==> src/rtl/alu32_arbiter_pkg.sv <==
// Shared ALU control codes, legality check and arbiter state encoding
// for the two-requester ALU arbiter.
package alu32_arbiter_pkg;

    localparam logic [2:0] ALU_ADD = 3'd1;
    localparam logic [2:0] ALU_SUB = 3'd2;
    localparam logic [2:0] ALU_AND = 3'd3;
    localparam logic [2:0] ALU_OR  = 3'd4;
    localparam logic [2:0] ALU_NOR = 3'd5;
    localparam logic [2:0] ALU_XOR = 3'd6;

    typedef enum logic {
        ST_IDLE = 1'b0,
        ST_BUSY = 1'b1
    } state_e;

    function automatic logic alu_ctl_legal(input logic [2:0] ctl);
        return (ctl >= ALU_ADD) && (ctl <= ALU_XOR);
    endfunction

endpackage

==> src/rtl/alu32_arbiter_alu.sv <==
// Combinational 32-bit ALU: add/sub with signed overflow, bitwise ops,
// zero and negative flags derived from the result.
module alu32
    import alu32_arbiter_pkg::*;
(
    output logic [31:0] out,
    output logic        overflow,
    output logic        zero,
    output logic        negative,
    input  logic [31:0] a,
    input  logic [31:0] b,
    input  logic [2:0]  control
);

    logic [31:0] sum;
    logic [31:0] diff;

    assign sum  = a + b;
    assign diff = a - b;

    always_comb begin
        out      = '0;
        overflow = 1'b0;
        case (control)
            ALU_ADD: begin
                out      = sum;
                overflow = (a[31] == b[31]) && (sum[31] != a[31]);
            end
            ALU_SUB: begin
                out      = diff;
                overflow = (a[31] != b[31]) && (diff[31] != a[31]);
            end
            ALU_AND: out = a & b;
            ALU_OR:  out = a | b;
            ALU_NOR: out = ~(a | b);
            ALU_XOR: out = a ^ b;
            default: out = '0;
        endcase
    end

    assign zero     = (out == 32'd0);
    assign negative = out[31];

endmodule

==> src/rtl/alu32_arbiter.sv <==
// Round-robin arbiter sharing one alu32 between two requesters; the granted
// operands are registered and the result is held on a single response channel.
module alu32_arbiter
    import alu32_arbiter_pkg::*;
#(
    parameter int CNT_W = 16
) (
    input  logic             clk,
    input  logic             reset,
    input  logic [1:0]       req_valid,
    output logic [1:0]       req_ready,
    input  logic [31:0]      req_a0,
    input  logic [31:0]      req_a1,
    input  logic [31:0]      req_b0,
    input  logic [31:0]      req_b1,
    input  logic [2:0]       req_ctl0,
    input  logic [2:0]       req_ctl1,
    output logic             resp_valid,
    input  logic             resp_ready,
    output logic             resp_id,
    output logic [31:0]      resp_out,
    output logic             resp_overflow,
    output logic             resp_zero,
    output logic             resp_negative,
    output logic             resp_err,
    output logic [CNT_W-1:0] grant_cnt0,
    output logic [CNT_W-1:0] grant_cnt1,
    output logic             state_dbg
);

    // Handshake: a request beat transfers when req_valid[i] && req_ready[i];
    // a response transfers when resp_valid && resp_ready. req_ready is
    // combinational from req_valid, rr and state, so it may not feed req_valid.

    state_e      state, state_next;
    logic        rr;
    logic        accept_ok;
    logic [1:0]  grant;
    logic [31:0] op_a, op_b;
    logic [2:0]  op_ctl;
    logic        op_id;
    logic        op_legal;
    logic [31:0] alu_out;
    logic        alu_overflow, alu_zero, alu_negative;

    always_comb begin
        grant     = 2'b00;
        accept_ok = (state == ST_IDLE) || ((state == ST_BUSY) && resp_ready);
        if (reset && accept_ok) begin
            case (req_valid)
                2'b01:   grant = 2'b01;
                2'b10:   grant = 2'b10;
                2'b11:   grant = rr ? 2'b10 : 2'b01;
                default: grant = 2'b00;
            endcase
        end
    end

    always_comb begin
        state_next = state;
        if (grant != 2'b00) begin
            state_next = ST_BUSY;
        end else if ((state == ST_BUSY) && resp_ready) begin
            state_next = ST_IDLE;
        end
    end

    always_ff @(posedge clk or negedge reset) begin
        if (!reset) begin
            state      <= ST_IDLE;
            rr         <= 1'b0;
            op_a       <= '0;
            op_b       <= '0;
            op_ctl     <= '0;
            op_id      <= 1'b0;
            grant_cnt0 <= '0;
            grant_cnt1 <= '0;
        end else begin
            state <= state_next;
            if (grant != 2'b00) begin
                op_a   <= grant[1] ? req_a1 : req_a0;
                op_b   <= grant[1] ? req_b1 : req_b0;
                op_ctl <= grant[1] ? req_ctl1 : req_ctl0;
                op_id  <= grant[1];
                rr     <= ~grant[1];
            end
            // Counters stick at all-ones rather than wrapping.
            if (grant[0] && (grant_cnt0 != '1)) grant_cnt0 <= grant_cnt0 + CNT_W'(1);
            if (grant[1] && (grant_cnt1 != '1)) grant_cnt1 <= grant_cnt1 + CNT_W'(1);
        end
    end

    alu32 u_alu (
        .out      (alu_out),
        .overflow (alu_overflow),
        .zero     (alu_zero),
        .negative (alu_negative),
        .a        (op_a),
        .b        (op_b),
        .control  (op_ctl)
    );

    // Illegal codes report a bare error: the ALU's zero flag would read 1 on
    // its forced-zero result, so every flag is masked here.
    assign op_legal      = alu_ctl_legal(op_ctl);
    assign req_ready     = grant;
    assign resp_valid    = (state == ST_BUSY);
    assign resp_id       = op_id;
    assign resp_out      = op_legal ? alu_out : 32'd0;
    assign resp_overflow = op_legal && alu_overflow;
    assign resp_zero     = op_legal && alu_zero;
    assign resp_negative = op_legal && alu_negative;
    assign resp_err      = (state == ST_BUSY) && !op_legal;
    assign state_dbg     = state;

endmodule

==> config.mk <==
export PLATFORM = sky130hd
export DESIGN_NAME = alu32_arbiter
export DESIGN_NICKNAME = d
export VERILOG_FILES = /design/src/rtl/alu32_arbiter_pkg.sv /design/src/rtl/alu32_arbiter_alu.sv /design/src/rtl/alu32_arbiter.sv
export SDC_FILE = /design/constraint.sdc
export NUM_CORES = 1
export LEC_CHECK = 0
export BUFFER_PORTS_ARGS = -buffer_cell sky130_fd_sc_hd__buf_4
export CORE_MARGIN = 10
export CORE_UTILIZATION = 47
export CTS_CLUSTER_SIZE = 25
export DETAILED_ROUTE_END_ITERATION = 8
export PLACE_DENSITY = 0.79
export SLEW_MARGIN = 20
export SYNTH_ARGS = -nofsm -noshare
export SYNTH_HDL_FRONTEND = slang
export SYNTH_SLANG_ARGS = --single-unit
==> constraint.sdc <==
create_clock -name clk -period 5.7 [get_ports clk]
set_input_delay 0.285 -clock clk [delete_from_list [all_inputs] [get_ports clk]]
set_output_delay 0.285 -clock clk [all_outputs]
set_load 0.01 [all_outputs]
== Word level (Yosys, flattened, before mapping) ==
Cells that the tools add are included.
Cells by class
  bitwise gates (word level): 6
  reduce and logical (&&, ||, !) cells: 16
  equality and inequality tests: 15
  $add $sub $neg: 4
  mux-type cells: 11
  order comparisons: 2
Operator list (count)
  $pmux 32 s6: 1
  $mux 32: 3
  $add 16x1->16 const B: 2
  $add 32x32->32: 1
  $and 32x32->32: 1
  $logic_not 32->1: 1
  $ne 16x16->1 const B: 2
  $not 32->32: 1
  $or 32x32->32: 1
  $sub 32x32->32: 1
  $xor 32x32->32: 1
  $logic_and 1x1->1: 11
  $eq 3x3->1 const B: 3
  $eq 3x2->1 const B: 2
  $pmux 2 s3: 1
  $eq 2x2->1 const B: 2
  $mux 2: 2
  $reduce_bool 2->1: 2
  $eq 3x1->1 const B: 1
  $ge 3x1->1 const B: 1
  $le 3x3->1 const B: 1
  $mux 3: 1
  $ne 1x1->1: 3
  $eq 2x1->1 const B: 1
  other kinds (6): 8
Storage, ports and cells
  flip-flop bits (word level): 102
  logic and storage cells: 62
  output and inout port bits: 73
  input bits: 139

== Longest topological paths before layout ==
  depth after elaboration: 6
  gate-level depth with buffers: 15

== Cells and area by module ==
Synthesis repeated with hierarchy kept, for this count alone.
Second synthesis, totals
  cell total of the unflattened synthesis: 1416
  area, all modules: 11101.9 µm²
Modules (own cells, without submodules)
  alu32: cells an instance 932, area each 6414.9 µm², instances 1
  alu32_arbiter: cells an instance 484, area each 4687.0 µm², instances 1

== Least setup slack after synthesis ==
Ideal clock, no wire load.
  kind: register -> output
  start point: reg op_a[11]
  end point: out resp_zero
  path slack: 1.049 ns
  cell stages (with the launch flop): 14
  arrival time: 4.366 ns
  data required time: 5.415 ns
  path through: dfrtp_1 inv_1 ha_1 or3_4 or4_4 a2111oi_4 nor3_1 nor2b_4 xor2_1 a221o_1 or4_1 or4b_1 or4_1 nor4_2
Between the ends
  word-level cells in the longest chain between the ends: 5
  elaborated cells between the ends (all ways): 9
RTL lines
  start, declared: RTL line alu32_arbiter.sv:39  | logic [31:0] op_a, op_b;
  start signal, assigned: RTL line alu32_arbiter.sv:81  | op_a <= grant[1] ? req_a1 : req_a0;
  branches (longest 2 deep; another with $sub 32x32->32)
  $pmux 32 s6 (*): RTL line alu32_arbiter_alu.sv:24  | case (control)
  $logic_not 32->1 (*): RTL line alu32_arbiter_alu.sv:41  | assign zero = (out == 32'd0);
  $logic_and 1x1->1 (*): RTL line alu32_arbiter.sv:111  | assign resp_zero = op_legal && alu_zero;
  end, declared: RTL line alu32_arbiter.sv:23  | output logic resp_zero,
Every way passes the cells marked *.

== Final worst setup path ==
  start point: reg op_a[12]
  end point: out resp_zero
The elaborated chain is that of the path after synthesis.

==> metrics.md <==
| Metric | Value |
|---|---|
| Status | finished clean |
| Yosys Warn Count | 0 |
| Max Cap Viol | 0 |
| Clk pin slew, worst setup/hold paths | 0.08 ns |
| CP Capture Point | resp_zero |
| WP data required | 5.41 ns |
| Async S/R FF share, synth | 1.00 |
| Switch Pwr | between 3 and 4 mW |
| Crit-path max cell delay | 0.57 ns |
| Mapped Cells | roughly 1.3k |
| HPWL after detailed placement | 29,200 um |
| Proportion of synthesized area in mux cells | 0.0334 |
| Max IR drop VDD | 220 uV |
| RSZ-0062 raised after global routing | false |
| Drt wl/cell | 20.9 um |
| Drt via density | 6.10 |
| Layout area overhead | 21.0% |
| Largest family of logic cells by synthesized area | compound AO/OA/AOI/OAI gates |
| Pint | between 3 and 4 mW |
| Synth top area share | 0.248 |
| Total track usage | 0.250 |
| Slowest CP cell | or4_1 |
| FF-to-FF End | grant_cnt1[11]$_DFFE_PN0P_ |
| Switch share | 0.519 |
| Initial antenna violation count | 0 |
| Part of the power in registers | 0.184 |
| Synth area leader | dfrtp_1 |
| FF+latch count, synth | 102 |
| Clock skew | 0.0111 ns |
| Largest net degree at the start of global routing | 72 |
| Vias in the first global route | between 10k and 15k |
| Unique cell type count in the Yosys netlist | about 80 |
| Top post-synthesis cells by area | dfrtp_1 25%, ha_1 13%, nand2_1 6.8%, a22oi_1 4.7%, o21ai_0 4.0% |
| Core area | 21,700 um2 |
| Power per Cell Area | 510 nW/um2 |
| FF-to-FF path depth | 9 |
| Max Slew Vio Count | 0 |
| Nets | 1,735 |
| Delay-heaviest family, CP | simple AND/OR/NAND/NOR gates |
| Part of the power in the clock network | 0.102 |
| Reg2Reg Setup Slack | between 2 and 3 ns |
| Final core occ | 0.575 |
| Antenna diode count | 0 |
| Remaining DRCs | 0 |
| Synth Area in Compound Gates | 0.259 |
| TritonCTS Buffers | 9 |
| CP most frequent cell | or4_1 |
| Worst Tran Pin Value | between 1 and 1.5 ns |
| Sequential area share after synthesis | 0.248 |
| Synthesized Nets | roughly 1.6k |
| Minimum clock period | 5.47 ns |
| Critical path, cell by cell | inv_1 > ha_1 > or3_4 > or4_4 > a2111oi_4 > nor3_1 > nor2b_4 > xor2_1 > a221o_1 > or4_1 > or4b_1 > or4_1 > nor4_2 > buf_4 |
| Share of cells above drive strength 1 | 0.186 |
| Worst reg2reg startpoint | grant_cnt1[7]$_DFFE_PN0P_ |
| Worst path bufs/invs | 2 |
| Startpoint class of the critical path | flip-flop |
| Syn Area/Cell | 7.79 um2 |
| Hold Path Class | primary input to flip-flop |
| Gpl congestion | 1.01 |
| Post-synth EDFFs | 0 |
| Die width | about 170 um |
| Post-CTS setup buffers | 0 |
| First-pass GRT wire length | 57,900 um |
| Fmax | 183 MHz |
| Combinational share of power | 0.714 |
| Final setup vio count | 0 |
| Synth Area in Simple Gates | 0.206 |
| Rel. slew slack | 0.264 |
| H-tree Lvls | 3 |
| Drt initial violations | 1,208 |
| Maximum root-to-sink buffer count | 2 |
| IO Port Bufs | 211 |
| Worst-Skew Late Latency | 0.35 ns |
| Initial Util | 0.475 |
| Top-count cell post-synth | nand2_1 |
| Via count | approximately 11k |
| Critical path fanouts, max | 11 |
| Period Utilization, post-route | 0.960 |
| Stages on worst setup path | 14 |
| Routed wire length | 37,100 um |
| Rows | 54 |
| Worst setup EP type | output pin |
| Post-synthesis xor/xnor area fraction | 0.0544 |
| Die ar. | 28,200 um2 |
| Crit Path Class | flip-flop to output pin |
| Mapped Area | 10,300 um2 |
| Post-synth top cells | 186 x nand2_1, 106 x ha_1, 102 x dfrtp_1 |
| Die H | between 150 and 200 um |
| CTS tree | built |
| CTS root buf | clkbuf_16 |
| Critical Path AT | 5.18 ns |
| # clock sinks | 102 |
| Ys flop type | dfrtp_1 |
| Crit path launch | op_a[12]$_DFFE_PN0P_ |
| GR Overflow Total | 0 |
| Depth of the worst hold-timing path | 3 |
| Num ports | 212 |
| Setup TNS Final | 0 ns |
| Adder-Cell Fraction of Synth Area | 0.133 |
| Leakage | slightly below 6 nW |
| Final Hold Fails | 0 |
| Final ANT Viol Nets | 0 |
| Drt first pass iters | 6 |
==> flip-flops by register name, summed over array words and instances, names as in the netlist <==
signal      count
rr              1
op_b           32
op_ctl          3
grant_cnt1     16
resp_id         1
grant_cnt0     16
resp_valid      1
op_a           32
==> worst min-delay path by stage <==
stage / from / end / slack (ns)
floorplan: reset / grant_cnt0[0]$_DFFE_PN0P_ / -0.01
global placement: reset / grant_cnt1[0]$_DFFE_PN0P_ / 0.34
detailed placement: reset / op_a[13]$_DFFE_PN0P_ / 0.34
CTS: req_b1[4] / op_b[4]$_DFFE_PN0P_ / 0.11
global route: req_b1[13] / op_b[13]$_DFFE_PN0P_ / 0.14
finish: req_ctl1[0] / op_ctl[0]$_DFFE_PN0P_ / 0.13
==> placed cells by master (no fill, tap or decap), drive strengths merged, types with 10 or more instances in the layout <==
cell    Yosys  final
buf        14    233
nor2       78     78
nor2b      35     35
or3        12     12
a22oi      64     64
a21o       14     14
mux2i      31     31
xnor2      44     44
nand3      29     29
ha        106    106
a31oi      11     11
clkbuf     66     10
a211oi     16     16
o211ai     14     14
nand2b     17     17
xor2       20     20
inv        98    102
nand2     186    186
nor3       16     16
dfrtp     102    102
a22o       11     11
a21oi      79     79
and3       20     20
o21ai      87     87
==> power by group through the flow <==
| stage | Combinational [mW] | Sequential [mW] | Clock [mW] |
|---|---|---|---|
| floorplan | 2.92 | 1.10 | 0 |
| global placement | 4.36 | 1.16 | 0 |
| detailed placement | 4.40 | 1.17 | 0 |
| CTS | 4.42 | 1.16 | 0.664 |
| global route | 4.94 | 1.20 | 0.689 |
| finish | 4.54 | 1.17 | 0.649 |
==> metal layers <==
metal / track usage / vias to the layer above / share of wire
met5: 0 / - / 0
met4: 0.0727 / 0 / 0.027
met3: 0.0731 / 80 / 0.11
met2: 0.371 / 590 / 0.43
met1: 0.344 / 5112 / 0.44
li1: - / 5027 / -
==> cell type report <==
type,count,area (um2)
multi-input combinational,1043,7100
inverter,98,368
sequential,102,2550
clock buffer,10,239
clock inverter,6,72.6
fill,1955,9230
timing repair buffer,234,1780
tap,280,350
==> worst register-to-register path, cell delays in order, from the launching register on <==
cell     delay, ns
dfrtp_1       0.43
and3_1        0.22
and3_1        0.22
and4_1        0.22
a41oi_1       0.57
nand4_1       0.24
nor2_1        0.21
and3_1        0.30
nand3_1       0.13
xnor2_1       0.20
==> repair_timing <==
item,in CTS,in global routing
hold buffers,1,0
setup endpoints to repair,0,1
gates resized for setup,0,3
hold endpoints to repair,46,0
==> logic make-up after synthesis <==
group	after synthesis
compound gates	393
xor+xnor	64
buf+inv	178
flops	102
mux	34
simple gates	444
fa+ha+maj	108
==> metrics by stage <==
| stage | hold WS [ns] | area, um2 | total power [mW] | worst slack [ns] | instances |
|---|---|---|---|---|---|
| 2_1_floorplan | -0.0106 | 10300 | 4.02 | 1.05 | 1323 |
| 4_1_cts | 0.114 | 12400 | 6.25 | 0.158 | 1772 |
| 3_5_place_dp | 0.338 | 12100 | 5.57 | 0.570 | 1755 |
| 5_1_grt | 0.140 | 12500 | 6.83 | 0.0168 | 1773 |
| 6_report | 0.128 | 12500 | 6.35 | 0.231 | 1773 |
| 3_3_place_gp | 0.342 | 12100 | 5.52 | 0.636 | 1755 |
Power figures use the tool's default switching activity.
